**src/rtl/uart_cfg_pkg.sv**
```systemverilog
// Shared types and constants for the UART config command master.
// State encoding, register addresses and response status codes.
package uart_cfg_pkg;

    typedef enum logic [1:0] {
        S_IDLE     = 2'd0,
        S_ISSUE    = 2'd1,
        S_WAIT_ACK = 2'd2,
        S_RESP     = 2'd3
    } state_t;

    localparam logic [3:0] ADDR_DEFAULTS = 4'h0;
    localparam logic [3:0] ADDR_PARITY   = 4'h9;
    localparam logic [3:0] ADDR_PTYPE    = 4'hA;
    localparam logic [3:0] ADDR_STOP     = 4'hB;
    localparam logic [3:0] ADDR_FLEN     = 4'hC;

    localparam logic [3:0] READ_CMD = 4'hF;

    localparam logic [3:0] ST_WR_OK    = 4'h0;
    localparam logic [3:0] ST_RD_OK    = 4'h1;
    localparam logic [3:0] ST_TIMEOUT  = 4'hE;
    localparam logic [3:0] ST_BAD_ADDR = 4'hF;

    function automatic logic is_legal(input logic [3:0] a);
        return (a == ADDR_DEFAULTS) || (a == ADDR_PARITY) ||
               (a == ADDR_PTYPE)    || (a == ADDR_STOP)   ||
               (a == ADDR_FLEN);
    endfunction

endpackage

```
**src/rtl/uart_cfg_master_if.sv**
```systemverilog
// Command, register-access and response signals of the config master.
// master = the command initiator, slave = the RX/regfile/TX side.
interface uart_cfg_master_if;

    logic       cmd_valid;
    logic       cmd_ready;
    logic [7:0] cmd_byte;
    logic       reg_valid;
    logic [3:0] reg_address;
    logic [3:0] reg_data;
    logic       reg_ack;
    logic       reg_data_out_valid;
    logic [3:0] reg_data_out;
    logic       rsp_valid;
    logic       rsp_ready;
    logic [7:0] rsp_byte;

    modport master (
        input  cmd_valid, cmd_byte,
        input  reg_ack, reg_data_out_valid, reg_data_out,
        input  rsp_ready,
        output cmd_ready, reg_valid, reg_address, reg_data,
        output rsp_valid, rsp_byte
    );

    modport slave (
        output cmd_valid, cmd_byte,
        output reg_ack, reg_data_out_valid, reg_data_out,
        output rsp_ready,
        input  cmd_ready, reg_valid, reg_address, reg_data,
        input  rsp_valid, rsp_byte
    );

endinterface

```
**src/rtl/uart_cfg_master.sv**
```systemverilog
// Turns UART command bytes into single register accesses and
// returns one status/payload response byte per command.
module uart_cfg_master
    import uart_cfg_pkg::*;
#(
    parameter int TIMEOUT = 4
) (
    input  logic              clk_16bd,
    input  logic              rst,
    uart_cfg_master_if.master bus,
    output logic              busy
);

    localparam logic [3:0] TMO = 4'(TIMEOUT);

    state_t     r_state;
    logic [3:0] r_cnt;
    logic [3:0] r_addr;
    logic [3:0] r_data;
    logic [7:0] r_rsp;
    logic       r_cmd_ready;
    logic       r_reg_valid;
    logic       r_rsp_valid;
    logic       r_busy;

    state_t     w_state;
    logic [3:0] w_cnt;
    logic [3:0] w_cnt_inc;
    logic [3:0] w_addr;
    logic [3:0] w_data;
    logic [7:0] w_rsp;
    logic [7:0] w_ack_rsp;
    logic       w_rd_ok;

    // Restore-defaults always reports the latched data, never read data.
    assign w_rd_ok = bus.reg_data_out_valid &&
                     (r_addr != ADDR_DEFAULTS);

    always_comb begin
        w_ack_rsp = {ST_WR_OK, r_data};
        unique case (1'b1)
            w_rd_ok: w_ack_rsp = {ST_RD_OK, bus.reg_data_out};
            default: w_ack_rsp = {ST_WR_OK, r_data};
        endcase
    end

    always_comb begin
        w_state   = r_state;
        w_cnt     = r_cnt;
        w_addr    = r_addr;
        w_data    = r_data;
        w_rsp     = r_rsp;
        w_cnt_inc = r_cnt + 4'd1;
        unique case (r_state)
            S_IDLE: begin
                if (bus.cmd_valid && r_cmd_ready) begin
                    w_addr = bus.cmd_byte[7:4];
                    w_data = bus.cmd_byte[3:0];
                    if (is_legal(bus.cmd_byte[7:4])) begin
                        w_state = S_ISSUE;
                    end else begin
                        w_state = S_RESP;
                        w_rsp   = {ST_BAD_ADDR, bus.cmd_byte[7:4]};
                    end
                end
            end
            S_ISSUE: begin
                w_cnt   = '0;
                w_state = S_WAIT_ACK;
            end
            S_WAIT_ACK: begin
                w_cnt = w_cnt_inc;
                // Ack is checked first so it wins over a same-cycle timeout.
                if (bus.reg_ack) begin
                    w_state = S_RESP;
                    w_rsp   = w_ack_rsp;
                end else if (w_cnt_inc == TMO) begin
                    w_state = S_RESP;
                    w_rsp   = {ST_TIMEOUT, r_addr};
                end
            end
            S_RESP: begin
                if (bus.rsp_ready) begin
                    w_state = S_IDLE;
                end
            end
            default: w_state = S_IDLE;
        endcase
    end

    always_ff @(posedge clk_16bd or posedge rst) begin
        if (rst) begin
            r_state     <= S_IDLE;
            r_cnt       <= '0;
            r_addr      <= '0;
            r_data      <= '0;
            r_rsp       <= '0;
            r_cmd_ready <= 1'b1;
            r_reg_valid <= 1'b0;
            r_rsp_valid <= 1'b0;
            r_busy      <= 1'b0;
        end else begin
            r_state     <= w_state;
            r_cnt       <= w_cnt;
            r_addr      <= w_addr;
            r_data      <= w_data;
            r_rsp       <= w_rsp;
            r_cmd_ready <= (w_state == S_IDLE);
            r_reg_valid <= (w_state == S_ISSUE);
            r_rsp_valid <= (w_state == S_RESP);
            r_busy      <= (w_state != S_IDLE);
        end
    end

    assign bus.cmd_ready   = r_cmd_ready;
    assign bus.reg_valid   = r_reg_valid;
    assign bus.reg_address = r_addr;
    assign bus.reg_data    = r_data;
    assign bus.rsp_valid   = r_rsp_valid;
    assign bus.rsp_byte    = r_rsp;
    assign busy            = r_busy;

endmodule

```
**src/flat_wrapper.sv**
```systemverilog
// flat-port wrapper written by rule: the top's interface ports become plain ports
module uart_cfg_master_flat import uart_cfg_pkg::*;
#(
    parameter int TIMEOUT = 4
)
  (clk_16bd, rst, busy, bus_cmd_valid, bus_cmd_byte, bus_reg_ack, bus_reg_data_out_valid, bus_reg_data_out, bus_rsp_ready, bus_cmd_ready, bus_reg_valid, bus_reg_address, bus_reg_data, bus_rsp_valid, bus_rsp_byte);
  uart_cfg_master_if bus_i ();
  input  logic clk_16bd;
  input  logic rst;
  output logic busy;
  input wire logic [$bits(bus_i.cmd_valid)-1:0] bus_cmd_valid;
  input wire logic [$bits(bus_i.cmd_byte)-1:0] bus_cmd_byte;
  input wire logic [$bits(bus_i.reg_ack)-1:0] bus_reg_ack;
  input wire logic [$bits(bus_i.reg_data_out_valid)-1:0] bus_reg_data_out_valid;
  input wire logic [$bits(bus_i.reg_data_out)-1:0] bus_reg_data_out;
  input wire logic [$bits(bus_i.rsp_ready)-1:0] bus_rsp_ready;
  output wire logic [$bits(bus_i.cmd_ready)-1:0] bus_cmd_ready;
  output wire logic [$bits(bus_i.reg_valid)-1:0] bus_reg_valid;
  output wire logic [$bits(bus_i.reg_address)-1:0] bus_reg_address;
  output wire logic [$bits(bus_i.reg_data)-1:0] bus_reg_data;
  output wire logic [$bits(bus_i.rsp_valid)-1:0] bus_rsp_valid;
  output wire logic [$bits(bus_i.rsp_byte)-1:0] bus_rsp_byte;
  assign bus_i.cmd_valid = bus_cmd_valid;
  assign bus_i.cmd_byte = bus_cmd_byte;
  assign bus_i.reg_ack = bus_reg_ack;
  assign bus_i.reg_data_out_valid = bus_reg_data_out_valid;
  assign bus_i.reg_data_out = bus_reg_data_out;
  assign bus_i.rsp_ready = bus_rsp_ready;
  assign bus_cmd_ready = bus_i.cmd_ready;
  assign bus_reg_valid = bus_i.reg_valid;
  assign bus_reg_address = bus_i.reg_address;
  assign bus_reg_data = bus_i.reg_data;
  assign bus_rsp_valid = bus_i.rsp_valid;
  assign bus_rsp_byte = bus_i.rsp_byte;
  uart_cfg_master #(.TIMEOUT(TIMEOUT)) u_core (.clk_16bd(clk_16bd), .rst(rst), .bus(bus_i), .busy(busy));
endmodule
```
**config.mk**
```make
export PLATFORM = sky130hd
export DESIGN_NAME = uart_cfg_master_flat
export DESIGN_NICKNAME = d
export VERILOG_FILES = /design/src/rtl/uart_cfg_pkg.sv /design/src/rtl/uart_cfg_master_if.sv /design/src/rtl/uart_cfg_master.sv /design/src/flat_wrapper.sv
export SDC_FILE = /design/constraint.sdc
export NUM_CORES = 1
export LEC_CHECK = 0
export ABC_AREA = 1
export BUFFER_PORTS_ARGS = -buffer_cell sky130_fd_sc_hd__buf_2
export CORE_UTILIZATION = 51
export CTS_CLUSTER_DIAMETER = 50
export CTS_CLUSTER_SIZE = 16
export DETAILED_ROUTE_END_ITERATION = 12
export GPL_TIMING_DRIVEN = 0
export PLACE_DENSITY = 0.78
export SLEW_MARGIN = 25
export SYNTH_ARGS = -nofsm -noshare
export SYNTH_HDL_FRONTEND = slang
export SYNTH_SLANG_ARGS = --single-unit
```
**constraint.sdc**
```tcl
create_clock -name clk_16bd -period 1.99 [get_ports clk_16bd]
set_input_delay 0.0995 -clock clk_16bd [delete_from_list [all_inputs] [get_ports clk_16bd]]
set_output_delay 0.0995 -clock clk_16bd [all_outputs]
set_load 0.005 [all_outputs]
```
==> flow_metrics.py <==
metrics = {
    "drt": {
        "first_pass_iters": 4,
        "drt_wl_total_mm": 2.846,
        "vias": 1234,
        "wl_per_cell_um": 11.52,
        "antenna_left": 0,
        "vias_per_cell": 4.996,
        "drcViolationCount": 0,
        "first_iter_violations": 39,
    },
    "place": {
        "place_congestion": 0.8375,
        "portBuffers": 37,
        "dp_cells": 238,
        "hpwl_mm": 2.121,
    },
    "setup_path": {
        "timing.rr.start": "u_core.r_state[0]",
        "worstPathRequired_ps": 2260,
        "cp_cell_sequence": "inv_1, ha_1, inv_2, nor2_8, nand3_4, nand2_4, nand2_4, inv_2, nand2_1, nand2_1",
        "critPathLaunchType": "flip-flop",
        "slowest_stage": "dfrtp_1",
        "crit_start": "u_core.r_state[0]",
        "critPathCaptureType": "flip-flop",
        "worstPathArrival_ps": 1860,
        "slowest_delay_ps": 450,
        "critPathMaxFanout": 9,
        "crit_type": "reg -> reg",
    },
    "sta": {
        "holdWs_ps": 21.85,
        "tightest_slew_ps": 897.9,
        "grt_setup_unrepaired": "no",
        "drv_slew": 0,
        "finClkSkew_ps": 18.11,
        "max_freq_mhz": 632.5,
        "period_share_pct": 79.45,
        "finalHoldViolCount": 0,
        "period_needed_ps": 1581,
        "setup_tns_ps": 0,
        "slew_headroom_pct": 40.07,
        "setup_viol": 0,
    },
    "finish": {
        "layout-drive-gt1-share_pct": 28.11,
        "fin_cells": 247,
        "fillerInstances": 229,
        "insertedDiodeCount": 0,
        "syn2layout_area_growth_pct": 22.01,
        "nets": 242,
    },
    "clock_network": {
        "cts_sinks": 24,
        "cts_tree": "done",
        "htree_levels": 1,
        "postCtsHoldBufs": 5,
        "max-clock-path-buffers": 2,
        "insertion_delay_ps": 320,
        "cts_setup_buffers": 0,
        "cts_buffers": 3,
        "path_clk_slew_ps": 150,
        "cts_resized": 0,
        "cts_root_buffer": "clkbuf_4",
    },
    "power_and_ir_drop": {
        "p_int_w": 0.001291,
        "p_leak_nw": 0.9319,
        "seq_power_share_pct": 36.9,
        "clock_power_share_pct": 9.9,
        "switchingPower_w": 0.001021,
        "switching_share_pct": 44.16,
        "combPwrFrac_pct": 53.3,
        "ir_drop_v": 0.0008251,
        "p_per_area_nw_per_um2": 1394,
    },
    "synthesis": {
        "synth_top_flop_cell": "dfrtp_1",
        "synth_top_cells_by_area": "dfrtp_1 42%, nand2_1 14%, inv_1 7.7%",
        "synth_cell_type_count": 23,
        "synth_area_um2": 1359,
        "ys_top_cells_by_count": "51 x nand2_1, 28 x inv_1, 23 x dfrtp_1",
        "avgSynthCellArea_um2": 7.946,
        "yosys_warnings": 0,
        "synth-edff-count": 0,
        "synth_seq_cells": 24,
        "synthCells": 171,
        "synthArstFlopShare_pct": 100.0,
        "synth_area_leader_cell": "dfrtp_1",
        "ys_seq_area_share_pct": 44.29,
        "yosysMostFrequentCell": "nand2_1",
        "synth_fp_nets": 195,
        "synth_top_area_share_pct": 42.36,
    },
    "run_status": {
        "status": "finished, final reports clean",
    },
    "floorplanning": {
        "num_rows": 18,
        "io-pin-count": 38,
        "coreArea_um2": 2500,
        "die_h_um": 53.62,
        "die_w_um": 53.62,
        "dieArea_um2": 2875,
        "initial_core_util_pct": 54.35,
    },
    "global_routing": {
        "grt_pass1_vias": 1108,
        "antenna_found_initial": 0,
        "grt_pass1_wl_mm": 4.554,
        "groute.usage.overall_pct": 21.80,
        "grt_max_degree": 25,
        "grt-ovfl-total": 0,
    },
    "job": {
        "drv_cap": 0,
    },
    "worst_hold_path": {
        "min_path_type": "in -> reg",
        "min_from": "bus_cmd_byte[4]",
    },
}
-- power groups by stage --
stage	registers, W	logic [W]	clock network, W
finish	0.000853	0.00123	0.000228
global route	0.000884	0.00141	0.000248
CTS	0.000852	0.00124	0.000229
detailed placement	0.000861	0.00122	0
global placement	0.000853	0.00118	0
floorplan	0.000871	0.000828	0
-- path summary, 6_finish.rpt --
kind / to / slack (ps) / cells after the start
setup / recovery: u_core.bus.rsp_byte[2] / 410 / 10
hold / removal: u_core.bus.reg_address[0] / 20 / 3
setup reg to reg: u_core.bus.rsp_byte[2] / 410 / 10
hold reg to reg: u_core.bus.rsp_byte[0] / 500 / 2
max in group asynchronous: u_core.r_cnt[0] / 920 / 3
min in group asynchronous: u_core.bus.rsp_byte[3] / 510 / 3
-- kinds of logic (layout without fill, tap and decap cells) --
logic type | Yosys count | after routing | synth area share (%)
AOI/OAI and AO/OA | 23 | 23 | 9.117
adders and majority gates | 6 | 6 | 5.525
DFF | 24 | 24 | 44.29
and+or+nand+nor | 81 | 81 | 30.11
buffers and inverters | 37 | 83 | 10.96
-- sequential cells by signal, indices dropped and copies added, names as in the netlist, 2 cells and up --
signal	cells
u_core.r_state	2
u_core.bus.rsp_byte	6
u_core.bus.reg_data	4
u_core.bus.reg_address	4
u_core.r_cnt	4
-- cells in the final DEF, fill, tap and decap left out, drive strengths merged, types with 2 or more instances in the layout --
| cell type | n |
|---|---|
| nand2 | 56 |
| buf | 41 |
| inv | 33 |
| dfrtp | 23 |
| nand3 | 13 |
| o21ai | 12 |
| o22ai | 6 |
| ha | 6 |
| nor2 | 6 |
| dlygate4sd3 | 5 |
| a21oi | 4 |
| nand3b | 4 |
| clkbuf | 4 |
| nand4 | 2 |
-- critical path, delay by kind of cell (launching register included) --
kind | cells | cell delay (ps)
fa+ha+maj | 1 | 210
buf+inv | 3 | 310
flops | 1 | 450
simple gates | 6 | 580
-- through the flow --
stage	area (um2)	worst slack [ps]	util, %	power, W
3_3_place_gp	1582	469.5	63.26	0.002034
4_1_cts	1658	392.0	66.32	0.002319
5_1_grt	1658	255.0	66.32	0.002542
2_1_floorplan	1359	583.8	-	0.001699
3_5_place_dp	1582	406.2	63.26	0.002084
6_report	1658	408.9	66.32	0.002312
-- area by class of cell --
cell class	instances	area, um2	share of cell area (%)
clock buffers	4	26.28	1.585
inverters	33	123.9	7.472
well taps	30	37.54	2.264
multi-input cells	110	608.1	36.68
plain buffers	4	25.02	1.509
flip-flops and latches	24	601.8	36.30
repair buffers	42	235.2	14.19
-- routing by layer --
| metal | wire length [um] | GRT usage, % | part of all wire [%] |
|---|---|---|---|
| met5 | 0 | 0 | 0 |
| met4 | 58 | 8.333 | 2.0 |
| met3 | 110 | 2.542 | 3.9 |
| met2 | 1331 | 36.25 | 47 |
| met1 | 1345 | 28.82 | 47 |
No activity file was read; power rests on OpenSTA's default activity.
